### config.mk
export PLATFORM = sky130hd
export DESIGN_NAME = text_writer_flat
export DESIGN_NICKNAME = d
export VERILOG_FILES = /design/src/rtl/text_writer_if.sv /design/src/rtl/text_writer.sv /design/src/flat_wrapper.sv
export SDC_FILE = /design/constraint.sdc
export NUM_CORES = 1
export LEC_CHECK = 0
export CAP_MARGIN = 20
export CORE_UTILIZATION = 45
export CTS_CLUSTER_DIAMETER = 200
export DETAILED_ROUTE_END_ITERATION = 8
export PLACE_DENSITY_LB_ADDON = 0.1
export REMOVE_ABC_BUFFERS = 1
export SLEW_MARGIN = 20
export SYNTH_ARGS = -nofsm -noshare
export SYNTH_HDL_FRONTEND = slang
export SYNTH_SLANG_ARGS = --single-unit
### constraint.sdc
create_clock -name clk -period 2.25 [get_ports clk]
set_input_delay 0.3375 -clock clk [delete_from_list [all_inputs] [get_ports clk]]
set_output_delay 0.3375 -clock clk [all_outputs]
set_load 0.02 [all_outputs]
### src/rtl/text_writer_if.sv
// text_writer_if: character stream handshake and text RAM write port.
// master = character producer / RAM observer, slave = text_writer.
interface text_writer_if #(
    parameter int ADDR_WIDTH = 8
);
    logic                  s_valid;
    logic [7:0]            s_char;
    logic                  s_last;
    logic                  s_ready;
    logic                  we;
    logic [ADDR_WIDTH-3:0] wa;
    logic [31:0]           wdata;

    modport master (
        output s_valid, s_char, s_last,
        input  s_ready, we, wa, wdata
    );

    modport slave (
        input  s_valid, s_char, s_last,
        output s_ready, we, wa, wdata
    );
endinterface

### src/rtl/text_writer.sv
// text_writer: packs a byte character stream into 32-bit text RAM words.
// Optional TEXT_WRITER_VBLANK_EN defers word writes until vblank=1.
module text_writer #(
    parameter int         TEXT_WIDTH  = 16,
    parameter int         TEXT_HEIGHT = 16,
    parameter logic [7:0] FILL_CHAR   = 8'h00,
    localparam int ADDR_WIDTH = $clog2(TEXT_WIDTH) + $clog2(TEXT_HEIGHT),
    localparam int WORDS      = TEXT_WIDTH * TEXT_HEIGHT / 4
) (
    input  logic                  clk,
    input  logic                  rst_n,
    text_writer_if.slave          bus,
    input  logic                  set_cursor,
    input  logic [ADDR_WIDTH-1:0] cursor_in,
    input  logic                  clear,
`ifdef TEXT_WRITER_VBLANK_EN
    input  logic                  vblank,
`endif
    output logic                  busy
);
    localparam int WA_W = ADDR_WIDTH - 2;
    localparam logic [31:0] FILL_WORD = {4{FILL_CHAR}};

    typedef enum logic [1:0] {
        IDLE  = 2'd0,
        WRITE = 2'd1,
        CLEAR = 2'd2
    } state_t;

    state_t                state_q, state_d;
    logic [ADDR_WIDTH-1:0] cursor_q, cursor_d;
    logic [31:0]           buf_q, buf_d;
    logic                  pend_q, pend_d;
    logic                  we_q, we_d;
    logic [WA_W-1:0]       wa_q, wa_d;
    logic [31:0]           wdata_q, wdata_d;
    logic [31:0]           buf_new;
    logic                  go;

`ifdef TEXT_WRITER_VBLANK_EN
    assign go = vblank;
`else
    assign go = 1'b1;
`endif

    assign bus.s_ready = (state_q == IDLE) && !clear && !set_cursor;
    assign bus.we      = we_q && go;
    assign bus.wa      = wa_q;
    assign bus.wdata   = wdata_q;
    assign busy        = (state_q != IDLE);

    // Next-state logic: command priority, byte packing and clear sweep.
    always_comb begin
        state_d  = state_q;
        cursor_d = cursor_q;
        buf_d    = buf_q;
        pend_d   = pend_q;
        we_d     = we_q;
        wa_d     = wa_q;
        wdata_d  = wdata_q;
        buf_new  = buf_q;
        buf_new[{cursor_q[1:0], 3'b000} +: 8] = bus.s_char;
        unique case (state_q)
            IDLE: begin
                if (clear) begin
                    state_d = CLEAR;
                    buf_d   = FILL_WORD;
                    pend_d  = 1'b0;
                    we_d    = 1'b1;
                    wa_d    = '0;
                    wdata_d = FILL_WORD;
                end else if (set_cursor) begin
                    cursor_d = cursor_in;
                    if (pend_q) begin
                        state_d = WRITE;
                        we_d    = 1'b1;
                        wa_d    = cursor_q[ADDR_WIDTH-1:2];
                        wdata_d = buf_q;
                        buf_d   = FILL_WORD;
                        pend_d  = 1'b0;
                    end
                end else if (bus.s_valid) begin
                    cursor_d = cursor_q + ADDR_WIDTH'(1);
                    if (cursor_q[1:0] == 2'd3 || bus.s_last) begin
                        state_d = WRITE;
                        we_d    = 1'b1;
                        wa_d    = cursor_q[ADDR_WIDTH-1:2];
                        wdata_d = buf_new;
                        buf_d   = FILL_WORD;
                        pend_d  = 1'b0;
                    end else begin
                        buf_d  = buf_new;
                        pend_d = 1'b1;
                    end
                end
            end
            WRITE: begin
                if (go) begin
                    state_d = IDLE;
                    we_d    = 1'b0;
                end
            end
            CLEAR: begin
                if (go) begin
                    if (wa_q == WA_W'(WORDS - 1)) begin
                        state_d  = IDLE;
                        we_d     = 1'b0;
                        cursor_d = '0;
                    end else begin
                        wa_d = wa_q + WA_W'(1);
                    end
                end
            end
            default: begin
                state_d = IDLE;
                we_d    = 1'b0;
            end
        endcase
    end

    // State and registered write-port outputs; reset aborts any sweep.
    always_ff @(posedge clk or negedge rst_n) begin
        if (!rst_n) begin
            state_q  <= IDLE;
            cursor_q <= '0;
            buf_q    <= FILL_WORD;
            pend_q   <= 1'b0;
            we_q     <= 1'b0;
            wa_q     <= '0;
            wdata_q  <= '0;
        end else begin
            state_q  <= state_d;
            cursor_q <= cursor_d;
            buf_q    <= buf_d;
            pend_q   <= pend_d;
            we_q     <= we_d;
            wa_q     <= wa_d;
            wdata_q  <= wdata_d;
        end
    end
endmodule

### src/flat_wrapper.sv
// flat-port wrapper written by rule: the top's interface ports become plain ports
module text_writer_flat 
#(
    parameter int         TEXT_WIDTH  = 16,
    parameter int         TEXT_HEIGHT = 16,
    parameter logic [7:0] FILL_CHAR   = 8'h00,
    localparam int ADDR_WIDTH = $clog2(TEXT_WIDTH) + $clog2(TEXT_HEIGHT),
    localparam int WORDS      = TEXT_WIDTH * TEXT_HEIGHT / 4
)
  (clk, rst_n, set_cursor, cursor_in, clear, busy, bus_s_valid, bus_s_char, bus_s_last, bus_s_ready, bus_we, bus_wa, bus_wdata);
  text_writer_if #(.ADDR_WIDTH((8))) bus_i ();
  input  logic clk;
  input  logic rst_n;
  input  logic set_cursor;
  input  logic [ADDR_WIDTH-1:0] cursor_in;
  input  logic clear;
  output logic busy;
  input wire logic [$bits(bus_i.s_valid)-1:0] bus_s_valid;
  input wire logic [$bits(bus_i.s_char)-1:0] bus_s_char;
  input wire logic [$bits(bus_i.s_last)-1:0] bus_s_last;
  output wire logic [$bits(bus_i.s_ready)-1:0] bus_s_ready;
  output wire logic [$bits(bus_i.we)-1:0] bus_we;
  output wire logic [$bits(bus_i.wa)-1:0] bus_wa;
  output wire logic [$bits(bus_i.wdata)-1:0] bus_wdata;
  assign bus_i.s_valid = bus_s_valid;
  assign bus_i.s_char = bus_s_char;
  assign bus_i.s_last = bus_s_last;
  assign bus_s_ready = bus_i.s_ready;
  assign bus_we = bus_i.we;
  assign bus_wa = bus_i.wa;
  assign bus_wdata = bus_i.wdata;
  text_writer #(.TEXT_WIDTH(TEXT_WIDTH), .TEXT_HEIGHT(TEXT_HEIGHT), .FILL_CHAR(FILL_CHAR)) u_core (.clk(clk), .rst_n(rst_n), .bus(bus_i), .set_cursor(set_cursor), .cursor_in(cursor_in), .clear(clear), .busy(busy));
endmodule
Word-level counts from Yosys, hierarchy flattened
Index checks and enable logic that the tools add are counted.
Word-level totals
  register bits after elaboration: 82
  input port bits: 22
  logic and storage cells: 80
Operators by class
  $add $sub $neg: 3
  equal/unequal tests: 11
  shifts and indexed selects: 2
  mux-type cells: 41
  reduce and logical (&&, ||, !) cells: 16
Operators by type and width (number)
  $mux 32: 10
  $mux 6: 6
  $bwmux 32: 1
  $mux 8: 4
  $shift 8x7->32 const A: 1
  $shiftx 8x7->32: 1
  $pmux 8 s2: 1
  $mux 2: 6
  $pmux 6 s2: 1
  $reduce_and 4->1: 3
  $mux 1: 10
  $add 8x1->8 const B: 1
  $ne 4x4->1 const B: 2
  $neg 5->7: 1
  $add 6x1->6 const B: 1
  $eq 6x6->1 const B: 1
  $reduce_bool 3->1: 2
  $reduce_and 5->1: 1
  $eq 2x2->1 const B: 2
  $ne 2x2->1 const B: 2
  $ne 4x3->1 const B: 1
  $pmux 2 s2: 1
  $reduce_bool 2->1: 2
  $ne 3x1->1 const B: 1
  9 further kinds: 11

Depth between registers and ports, before layout
  depth in word-level cells: 7
  gate-level depth with buffers: 8
  mapped depth without buffers: 6

Least setup slack after synthesis
OpenSTA, ideal clock, no wires.
  kind: register to register
  start: register u_core.cursor_q[0]
  end: register u_core.buf_q[24]
  library setup time: 0.067 ns
  arrival: 2.070 ns
  slack: 0.114 ns
  cell stages (with the launch flop): 7
  path buffers: 1
  period minus slack after synthesis: 2.136 ns
  cells stage by stage: dfrtp_1 > buf_4 > inv_1 > ha_1 > or4b_1 > nor2_1 > a22o_1
Between the ends
  longest elaborated chain between the ends: 7
  elaborated cells between the ends (all ways): 10
RTL lines
  from (decl): RTL line text_writer.sv:31  | logic [ADDR_WIDTH-1:0] cursor_q, cursor_d;
  from (signal assigned): RTL line text_writer.sv:133  | cursor_q <= cursor_d;
  $neg 5->7: RTL line text_writer.sv:62  | buf_new[{cursor_q[1:0], 3'b000} +: 8] = bus.s_char;
  $shiftx 8x7->32 / $shift 8x7->32 (equally long branches): RTL line text_writer.sv:62
  $bwmux 32: RTL line text_writer.sv:62
  $mux 32 (*): RTL line text_writer.sv:84  | if (cursor_q[1:0] == 2'd3 || bus.s_last) begin
  $mux 32 (*): RTL line text_writer.sv:82  | end else if (bus.s_valid) begin
  $mux 32 (*): RTL line text_writer.sv:72  | end else if (set_cursor) begin
  $mux 32 (*): RTL line text_writer.sv:65  | if (clear) begin
  to (signal assigned): RTL line text_writer.sv:134  | buf_q <= buf_d;
  to (decl): RTL line text_writer.sv:32  | logic [31:0] buf_q, buf_d;
Every way passes the cells marked *; elsewhere a longest branch is shown, timed or not. The select of a mux whose other input is x is not followed.
A chain may end at the register's enable or synchronous reset.

Worst setup path after layout
  start: register u_core.cursor_q[0]
  end: register u_core.wdata_q[12] (netlist: u_core.bus.wdata[12])
Between the ends
  longest elaborated chain between the ends: 7
  elaborated cells between the ends (all ways): 12
RTL lines
  $neg 5->7: RTL line text_writer.sv:62
  $shiftx 8x7->32 / $shift 8x7->32 (equally long branches): RTL line text_writer.sv:62
  $bwmux 32: RTL line text_writer.sv:62
  $mux 32: RTL line text_writer.sv:84
  $mux 32: RTL line text_writer.sv:82
  $mux 32: RTL line text_writer.sv:72
  $mux 32: RTL line text_writer.sv:65
  to (signal assigned): RTL line text_writer.sv:138  | wdata_q <= wdata_d;
  to (decl): RTL line text_writer.sv:36  | logic [31:0] wdata_q, wdata_d;
Several ways; a longest one is shown, not always the timed one. The select of a mux whose other input is x is not followed.

==> flow_summary.toml <==
[status]
outcome = "complete, no violations"

[cts]
root_buffer = "clkbuf_8"
post_cts_buffers = 0
cts-htree-levels = 3
numCtsBuffers = 9
clockBufferDepth = 2
clkTransAtPathRegs_ns = 0.09
clk_latency_ns = 0.35
cts_sinks = 82
cts_tree = "done"

[grt]
grt_pass1_vias = 2997
grt_overflow = 0
grt_usage = 0.2338
antenna_found_initial = 0
grt_first_pass_wirelength_um = 15850
grt_max_degree = 44

[worst_setup_path]
cp-startpoint = "u_core.cursor_q[0]"
start_kind = "flip-flop"
critPathCaptureType = "flip-flop"
ff2ff_setup_slack_ns = 0.21
worstReg2RegEnd = "u_core.bus.wdata[12]"
path_class = "flip-flop to flip-flop"
reg2regPathDepth = 6
crit_fanout = 8
cp_data_required_time_ns = 2.51
cp.arrival_ns = 2.30
r2r-start = "u_core.cursor_q[0]"

[power]
total_power_w = 0.005101
cellLeakagePower_nw = 2.147
power_density_mw_per_mm2 = 1029
peakVddDrop_mv = 0.6972

[synthesis]
ys_warn_count = 0
synthDistinctLibCells = 54
syn_area_mm2 = 0.003887
avgSynthCellArea_um2 = 10.56
yosysSeqAreaShare = 0.5278
ys.flop_type = "dfrtp_1"
synth-edff-count = 0
synth.ff_latch_count = 82
synthArstFlopShare = 1.000
synth_cells = 368

[sta]
hold_viol_final = 0
clock.fmax_mhz = 489.8
period_needed_ns = 2.042
skew_ns = 0.009478
rsz0062_at_grt = "no"
slew_headroom = 0.5262
tightest_slew_ns = 0.7080
setup_viol = 0
drv_slew = 0
period_share = 0.9075

[final_layout]
final_nets = 474
fill_cells = 713
antenna_cells = 0
syn_to_final_growth_pct = 27.45
fin_util = 0.5970
drive_gt1_frac = 0.1314

[floorplanning]
die_w_um = 94.95
placementRows = 33
boundaryPins = 63
core_area_mm2 = 0.008299
die_area_mm2 = 0.009015
initial_core_util = 0.4684
fp.dieH_um = 94.95

[routing]
avgViaCountPerCell = 5.968
num_vias = 3306
post-route-drc-count = 0
drtPass1Iterations = 7
final_antenna_net_count = 0
first_iter_violations = 257
wire_per_inst_um = 17.85
wl_um = 9887

[min_path]
min_path_cells = 2
min-delay-start = "u_core.bus.wdata[24]"
hp-class = "flip-flop to flip-flop"
worstHoldEndpoint = "u_core.bus.wdata[24]"

[placed_design]
hpwl_um = 6849
gp_congestion = 0.8843
port_buffers = 62

[flow_run]
cap_violations = 0
-- timing repair --
action / in CTS / in global routing
cloned: 0 / 0
hold buffers: 1 / 0
endpoints found under the setup margin: 1 / 8
resized for setup: 1 / 2
endpoints found under the hold margin: 39 / 0
-- placed cells by master (no fill, tap or decap), types with 5 or more instances in the layout --
cell,instances
inv_1,7
clkdlybuf4s50_1,60
a2bb2oi_1,5
nand2_1,45
a21oi_1,8
o31ai_1,12
ha_1,7
nand3_1,8
a22oi_1,32
a22o_1,30
nor2_1,11
buf_4,27
o21ai_1,5
o21ai_0,30
nand2b_1,5
clkbuf_8,9
dfrtp_1,82
-- logic make-up (layout without fill, tap and decap cells) --
family / Yosys count / count (layout) / share of synthesized area
xor gates and xnor gates: 4 / 4 / 0.009014
DFF: 82 / 82 / 0.5278
and+or+nand+nor: 98 / 98 / 0.1384
buffers and inverters: 32 / 113 / 0.03315
muxes: 3 / 3 / 0.008368
AOI/OAI and AO/OA: 142 / 142 / 0.2607
adders and majority gates: 7 / 7 / 0.02253
-- how the worst max path moves through the flow --
| stage | slack [ns] | cells past startpoint | end |
|---|---|---|---|
| global placement | 0.08 | 3 | bus_s_ready |
| finish | 0.21 | 6 | u_core.bus.wdata[12] |
| detailed placement | 0.04 | 6 | u_core.buf_q[25] |
| global route | 0.09 | 6 | u_core.bus.wdata[18] |
| floorplan | -0.26 | 5 | u_core.bus.wdata[10] |
| CTS | 0.08 | 6 | u_core.bus.wdata[12] |
-- metrics by stage --
stage,area (µm²),setup WS [ns],hold slack [ns],cells,TNS [ns]
detailed placement,4753,0.04251,0.3611,538,0
CTS,4951,0.07598,0.4852,554,0
finish,4955,0.2082,0.4808,554,0
global route,4955,0.09078,0.5110,554,0
floorplan,3789,-0.2610,0.04191,344,-6.531
global placement,4753,0.07579,0.3579,538,0
-- layer usage --
layer	GRT usage	wire (µm)
met1	0.3516	4782
met2	0.3363	4477
met3	0.04428	524
met4	0.07449	102
met5	0	0
-- registers in the layout, indices dropped and copies added (netlist names) --
| signal | flops |
|---|---|
| u_core.buf_q | 32 |
| u_core.bus.wa | 6 |
| u_core.cursor_q | 8 |
| u_core.bus.wdata | 32 |
| u_core.state_q | 2 |
| u_core.pend_q | 1 |
| u_core.bus.we | 1 |
-- where the power goes --
part	switching, W	internal, W
Combinational	0.00113	0.000916
Clock	0.000550	0.000511
Sequential	0.000263	0.00173
-- Yosys cell counts (all sizes together), types with 3 or more instances --
master	instances	share of area
clkbuf	9	0.0087
o31ai	12	0.023
dfrtp	82	0.53
ha	7	0.023
a21oi	8	0.010
nor3	5	0.0077
nand3	9	0.013
buf	15	0.017
a31oi	4	0.0064
inv	8	0.0077
a22oi	32	0.062
a32oi	3	0.0068
nand2b	6	0.012
a2bb2oi	5	0.011
a22o	30	0.068
nand2	45	0.043
o21ai	37	0.050
and3	5	0.0080
nor2	13	0.014
-- critical path: stages (launching register included) --
cell and delay [ns]:
dfrtp_1 0.45, inv_1 0.15, ha_1 0.42, nand4b_1 0.21, nor2_2 0.34, a22oi_1 0.20
o21ai_0 0.18
-- layout make-up --
class / count / area (µm²) / area share
Sequential cell: 82 / 2052 / 0.4141
Tap cell: 105 / 131.4 / 0.02652
Clock inverter: 6 / 65.06 / 0.01313
Multi-Input combinational cell: 254 / 1710 / 0.3452
Inverter: 8 / 30.03 / 0.006061
Timing Repair Buffer: 90 / 842.1 / 0.1699
Clock buffer: 9 / 123.9 / 0.02500
Power figures use the tool's default switching activity.
